`src/rtl/reg_file.sv`:
```
// ---------------------------------------------------------------------------
// reg_file
//   Architectural register bank: DEPTH words of WIDTH bits, one synchronous
//   write port and two independent registered read ports. Each entry carries
//   a "written since reset" flag that is returned alongside the read data.
//
// Parameters
//   WIDTH    bits per word (1..64)
//   DEPTH    number of entries (2..256, need not be a power of two)
//   AW       address width, derived from DEPTH (do not override)
//   ZERO_REG when 1, entry 0 reads as constant zero (valid) and ignores writes
//
// Ports
//   clk                 sole clock, rising edge
//   rst                 synchronous active-high reset (clears data and flags)
//   we, waddr, wdata    write port
//   re_a, raddr_a       read port A request
//   rdata_a, rvalid_a   read port A registered data / written flag
//   re_b, raddr_b       read port B request
//   rdata_b, rvalid_b   read port B registered data / written flag
//
// Build option
//   REG_FILE_BYPASS_EN  defined: write-first (a read of the address being
//                       written at the same edge returns wdata, rvalid=1).
//                       undefined: read-first (returns pre-write contents).
// ---------------------------------------------------------------------------
module reg_file #(
    parameter int WIDTH    = 8,
    parameter int DEPTH    = 8,
    parameter int AW       = $clog2(DEPTH),
    parameter bit ZERO_REG = 1'b1
) (
    input  logic             clk,
    input  logic             rst,
    input  logic             we,
    input  logic [AW-1:0]    waddr,
    input  logic [WIDTH-1:0] wdata,
    input  logic             re_a,
    input  logic [AW-1:0]    raddr_a,
    output logic [WIDTH-1:0] rdata_a,
    output logic             rvalid_a,
    input  logic             re_b,
    input  logic [AW-1:0]    raddr_b,
    output logic [WIDTH-1:0] rdata_b,
    output logic             rvalid_b
);

    // One extra bit so DEPTH itself is representable when DEPTH = 2**AW.
    localparam logic [AW:0] DEPTH_L = (AW + 1)'(DEPTH);

    logic [WIDTH-1:0] mem_reg [DEPTH];
    logic [DEPTH-1:0] flag_reg;

    logic             wr_accept;
    logic [DEPTH-1:0] wr_hit;

    // A write is accepted only for an in-range address that is not the
    // hard-wired zero entry; the same qualifier gates the bypass path.
    assign wr_accept = we
                       && ({1'b0, waddr} < DEPTH_L)
                       && !(ZERO_REG && (waddr == '0));

    genvar gi;
    generate
        for (gi = 0; gi < DEPTH; gi++) begin : g_hit
            assign wr_hit[gi] = wr_accept && (waddr == AW'(gi));
        end
    endgenerate

    // Storage is cleared by reset, so it is kept in flops rather than RAM.
    always_ff @(posedge clk) begin
        if (rst) begin
            for (int i = 0; i < DEPTH; i++) begin
                mem_reg[i] <= '0;
            end
            flag_reg <= '0;
        end else begin
            for (int i = 0; i < DEPTH; i++) begin
                if (wr_hit[i]) begin
                    mem_reg[i]  <= wdata;
                    flag_reg[i] <= 1'b1;
                end
            end
        end
    end

    // Per-port request vectors so both read ports share one generate body.
    logic [1:0]    re_v;
    logic [AW-1:0] raddr_v [2];

    assign re_v       = {re_b, re_a};
    assign raddr_v[0] = raddr_a;
    assign raddr_v[1] = raddr_b;

    generate
        for (gi = 0; gi < 2; gi++) begin : g_port
            logic [WIDTH-1:0] data_reg;
            logic [WIDTH-1:0] data_next;
            logic             valid_reg;
            logic             valid_next;
            logic [AW-1:0]    addr;
            logic             in_range;

            assign addr     = raddr_v[gi];
            assign in_range = ({1'b0, addr} < DEPTH_L);

            always_comb begin
                data_next  = data_reg;
                valid_next = valid_reg;
                if (re_v[gi]) begin
                    if (ZERO_REG && (addr == '0)) begin
                        // Constant zero counts as architecturally valid.
                        data_next  = '0;
                        valid_next = 1'b1;
                    end else if (!in_range) begin
                        data_next  = '0;
                        valid_next = 1'b0;
`ifdef REG_FILE_BYPASS_EN
                    end else if (wr_accept && (waddr == addr)) begin
                        data_next  = wdata;
                        valid_next = 1'b1;
`endif
                    end else begin
                        data_next  = mem_reg[addr];
                        valid_next = flag_reg[addr];
                    end
                end
            end

            always_ff @(posedge clk) begin
                if (rst) begin
                    data_reg  <= '0;
                    valid_reg <= 1'b0;
                end else begin
                    data_reg  <= data_next;
                    valid_reg <= valid_next;
                end
            end
        end
    endgenerate

    assign rdata_a  = g_port[0].data_reg;
    assign rvalid_a = g_port[0].valid_reg;
    assign rdata_b  = g_port[1].data_reg;
    assign rvalid_b = g_port[1].valid_reg;

endmodule

```
`config.mk`:
```
export PLATFORM = sky130hd
export DESIGN_NAME = reg_file
export DESIGN_NICKNAME = d
export VERILOG_FILES = /design/src/rtl/reg_file.sv
export SDC_FILE = /design/constraint.sdc
export NUM_CORES = 1
export LEC_CHECK = 0
export CORE_ASPECT_RATIO = 0.8
export CORE_MARGIN = 3
export CORE_UTILIZATION = 30
export CTS_BUF_LIST = sky130_fd_sc_hd__clkbuf_16
export DETAILED_ROUTE_END_ITERATION = 6
export SYNTH_ARGS = -nofsm -noshare
export SYNTH_HDL_FRONTEND = slang
export SYNTH_SLANG_ARGS = --single-unit
```
`constraint.sdc`:
```
create_clock -name clk -period 2.9 [get_ports clk]
set_clock_uncertainty 0.05 [all_clocks]
set_input_delay 0.435 -clock clk [delete_from_list [all_inputs] [get_ports clk]]
set_output_delay 0.435 -clock clk [all_outputs]
set_load 0.02 [all_outputs]
```
==> impl_metrics.toml <==
[layout]
drive_gt1_frac = 0.08763
seqCellArea_um2 = 2182
num-nets-final = 405
n_antenna_cell = 0
largest_reg_flops = 56
syn2layout_area_growth_pct = 20.09
multi_input_area_um2 = 1524
finalInstanceArea_um2 = 4735
fill_cells = 1244

[yosys]
ys_seq_area_frac = 0.5535
synth_area_leaders = "edfxtp_1 (43%), dfxtp_1 (13%), mux2i_1 (11%)"
avgSynthCellArea_um2 = 11.36
synth_top_flop_cell = "edfxtp_1"
post-synth-top-area-cell = "edfxtp_1"
ys_ff_latch = 81
syn-cell-area_um2 = 3943
synth_nets = 369
yosysUniqueCellTypes = 37
synthCells = 347
synth_edf_count = 56
yosys_warnings = 0
yosysTopAreaCellShare = 0.4265
async_flop_share = 0

[worst_setup_path]
rr_startpoint = "mem_reg[2][6]"
cp_max_fo = 10
cp_data_arrival_time_ps = 2030
reg2regPathDepth = 4
end_kind = "flip-flop"
path_class = "input pin to flip-flop"
reg2reg_slack_ps = 1430
cp.required_ps = 2860
reg2reg_to = "rdata_a[6]"
worst_setup_path_start_kind = "input pin"

[routing]
wl_per_cell_um = 19.91
final_antenna_net_count = 0
drt_iter0_drc = 406
remaining_drc_errors = 0
first_pass_iters = 5
via_per_inst = 5.086
drt_wl_total_mm = 11.13
num_vias = 2843

[sta]
fin_crit_sh = 0.7127
post-route-min-period_ps = 2067
worst_pin_slew_ps = 745.7
slew_headroom = 0.5013
tns_ps = 0
layout_setup_ws_ps = 833.1
final-setup-viol-count = 0
hold_violations = 0
fmax_mhz = 483.8
rsz0062_at_grt = "no"
drv_slew = 0

[clock_tree]
cts_buffer_depth = 2
cts_tree = "done"
clkSlewWorstSetupHoldPaths_ps = 60
root_buffer = "clkbuf_16"
post_cts_buffers = 0
htreeDepth = 3
cts_resized = 0
clock_sinks = 81
cts_inserted_buffers = 9
hold_buffers = 0
clk_latency_ps = 350

[worst_hold_path]
hp-start = "rdata_b[2]"
hold_class = "flip-flop to flip-flop"
hold_path_depth = 2
min_to = "rdata_b[2]"

[global_route]
track_usage = 0.1608
overflow = 0
antenna_found_initial = 0
grt_pass1_wl_mm = 17.16
grt_pass1_vias = 2848
grt_max_degree = 41

[floorplanning]
ioPinCount = 40
start_util = 0.3148
core-area_um2 = 12520
dieArea_um2 = 14560
die_y_um = 108.5
die_x_um = 134.2
row_count = 36

[job]
max-cap-violations = 0

[power_and_ir_drop]
ir_drop_mv = 0.2735
p_leak_uw = 0.001763
power_density_nw_per_um2 = 599.8
p_total_uw = 2840

[place]
gp_congestion = 0.8828
dp_slack_ps = 456.8
place_area_um2 = 4456
port_buffers = 39
hpwlAfterDp_mm = 8.201

[outcome]
status = "finished, final reports clean"
==> metal layers <==
metal  wire, um  track usage  up-vias
met5          0            0        -
met4        163      0.05233        0
met3        962      0.05907       13
met2       4645       0.2227      119
met1       5358       0.2315     1369
li1           -            -     1342
==> cell families after synthesis <==
kind of cell	Yosys count	share of synthesized area
AO/OA/AOI/OAI	60	0.1101
buffers and inverters	39	0.05998
flip-flops	81	0.5535
multiplexers	54	0.1438
AND/OR/NAND/NOR	113	0.1327
==> worst max path at each step <==
stage | startpoint | to | slack (ps) | depth (start not counted)
after global routing | waddr[0] | mem_reg[3][1] | 700 | 4
after floorplan | waddr[2] | mem_reg[2][0] | 1290 | 3
after CTS | waddr[0] | mem_reg[3][1] | 820 | 4
after global placement | waddr[0] | mem_reg[3][5] | 460 | 4
final | we | mem_reg[5][0] | 830 | 4
after detailed placement | waddr[0] | mem_reg[3][2] | 460 | 4
==> stage by stage <==
step	hold slack, ps	utilization	instances
floorplan	385.0	-	347
finish	422.6	0.3781	559
detailed placement	415.1	0.3558	543
CTS	425.3	0.3781	559
global route	453.9	0.3781	559
global placement	407.2	0.3558	543
==> worst max-delay path, stage by stage <==
cell and delay (ps):
clkdlybuf4s50_1 520, nor2b_1 220, nand3_1 380, nand2b_1 470
==> placed cells by master, fill, tap and decap left out, types with 2 or more instances in the layout <==
cell / netlist / layout
nand2b_1: 17 / 17
buf_12: 2 / 2
inv_6: 0 / 3
nor3b_1: 3 / 3
edfxtp_1: 56 / 56
mux2_2: 7 / 7
dfxtp_1: 25 / 25
nand2_1: 7 / 7
nand3_1: 3 / 3
clkbuf_16: 0 / 9
a22o_1: 7 / 7
o2bb2ai_1: 6 / 6
clkdlybuf4s50_1: 0 / 39
nor2b_1: 3 / 3
nor2_1: 61 / 61
clkinvlp_4: 0 / 2
mux2i_1: 45 / 45
inv_1: 18 / 19
buf_4: 0 / 5
nor3_1: 14 / 14
a211oi_1: 3 / 3
a311oi_1: 2 / 2
a21oi_1: 22 / 22
o221ai_1: 14 / 14
==> power breakdown <==
part	internal, uW	switching (uW)
logic	163	212
clock network	587	494
registers	1320	60.6
total	2070	767
==> final cells by class <==
class / instances / area share
Clock buffer: 9 / 0.04757
Clock inverter: 7 / 0.01136
Inverter: 18 / 0.01427
Multi-Input combinational cell: 227 / 0.3219
Sequential cell: 81 / 0.4609
Tap cell: 171 / 0.04519
Timing Repair Buffer: 46 / 0.09884
==> cell usage after synthesis, types with 4 or more instances <==
library cell / number
nand2_1: 7
nand2b_1: 17
a22o_1: 7
o221ai_1: 14
nor3_1: 14
mux2i_1: 45
buf_2: 4
buf_6: 4
o2bb2ai_1: 6
dfxtp_1: 25
mux2_2: 7
nor2_1: 61
clkbuf_1: 8
edfxtp_1: 56
a21oi_1: 22
inv_1: 18
No activity file was read; power rests on OpenSTA's default activity.
==> variant: new RTL, config.mk and constraints unchanged <==
`ZERO_REG`: 1'b1 -> 1'b0.
--- a/src/rtl/reg_file.sv
+++ b/src/rtl/reg_file.sv
@@ -30,3 +30,3 @@
     parameter int AW       = $clog2(DEPTH),
-    parameter bit ZERO_REG = 1'b1
+    parameter bit ZERO_REG = 1'b0
 ) (
Check against the original RTL: not equivalent (Yosys sat finds a counterexample within 4 cycles, from zero or initial values and one cycle with rst high).
==> variant against the unedited design <==
- design area is 8.2% higher
- total power is 8.5% higher
- synthesized area is 10% higher
- wire length is 5.2% higher
- critical path type unchanged
- setup slack better by 1.1 ps
- sequential cell count is 9 higher
- first-iteration DRC count is 19% lower
==> variant: results (changes against the unedited design) <==
status:
  run_status: "completed"  # unchanged
cells_and_area:
  non_clock_inverter_count: 15  # was 18
  largest_reg_flops: 64  # was 56
  layout.nonclk_buf_frac: 0.0826  # was 0.0988
  footprint_of_the_multi_input_gates_um2: 1690  # was 1520 µm²
  fillCellCount: 1345  # was 1244
  layout_multi_input_combinational_cell_count: 238  # was 227
  layout-drive-gt1-share: 0.127  # was 0.0876
  layout.non_clock_buffers: 43  # was 46
  finalNetCount: 419  # was 405
  clk_share: 0.0562  # was 0.0589
  seq_area_frac: 0.477  # was 0.461
  multi_input_area_share: 0.329  # was 0.322
sta:
  slew_headroom: 0.512  # was 0.501
  holdWs_ps: 426  # was 423 ps
grt:
  groute.layer.met1.usage: 0.234  # was 0.232
  grtUsageMet2: 0.202  # was 0.223
  grt_max_degree: 28  # was 41
  grt_pass1_wl_um: 17900  # was 17200 µm
  vias_in_the_first_global_route: 2874  # was 2848
  gr-usage-all-layers: 0.151  # was 0.161
pwr:
  pwr-share-seq: 0.499  # was 0.487
  combinational_cell_power_consumption_uw: 420  # was 375 µW
  p_leak_uw: 0.00187  # was 0.00176 µW
  p_comb_frac: 0.136  # was 0.132
logic_synthesis:
  synth.distinct_cells: 28  # was 37
  ys_seq_elements: 90  # was 81
  post_synth_instance_area_um2: 4340  # was 3940 µm²
  syn-mean-instance-area_um2: 11.9  # was 11.4 µm²
  ys_seq_area_frac: 0.563  # was 0.553
  synth-compound-area-share: 0.110  # about the same
  synth_edf_count: 64  # was 56
  yosys-mux-area-fraction: 0.171  # was 0.144
place:
  place.gp.congestion: 0.829  # was 0.883
  preCtsSetupSlack_ps: 488  # was 457 ps
  dpl-instance-area_um2: 4830  # was 4460 µm²
hold_path:
  hold-path-endpoint: "flag_reg[3]"  # was rdata_b[2]
  hp-start: "flag_reg[3]"  # was rdata_b[2]
setup_path:
  rr_endpoint: "rdata_a[5]"  # was rdata_a[6]
  setup.worst_path.end: "mem_reg[1][4]"  # was mem_reg[5][0]
drt:
  first_iter_violations: 328  # was 406
## variant: changes by cell type after synthesis, moves of 4 or more
cell                        unedited run  this run
sky130_fd_sc_hd__mux2_2                7        31
sky130_fd_sc_hd__mux2i_1              45        36
sky130_fd_sc_hd__a221o_1               0        16
sky130_fd_sc_hd__a22o_1                7         0
sky130_fd_sc_hd__o221ai_1             14         2
sky130_fd_sc_hd__o22ai_1               1        16
sky130_fd_sc_hd__nor2_1               61        73
sky130_fd_sc_hd__nor3_1               14         0
sky130_fd_sc_hd__a21oi_1              22         9
sky130_fd_sc_hd__a211oi_1              3        17
sky130_fd_sc_hd__edfxtp_1             56        64
sky130_fd_sc_hd__o2bb2ai_1             6         0
sky130_fd_sc_hd__buf_1                 1         5
## variant: critical path, cell delays in order
cell and delay (ps):
sky130_fd_sc_hd__clkdlybuf4s50_1 530, sky130_fd_sc_hd__nor2b_1 280, sky130_fd_sc_hd__nand2_1 320, sky130_fd_sc_hd__nand2b_1 440
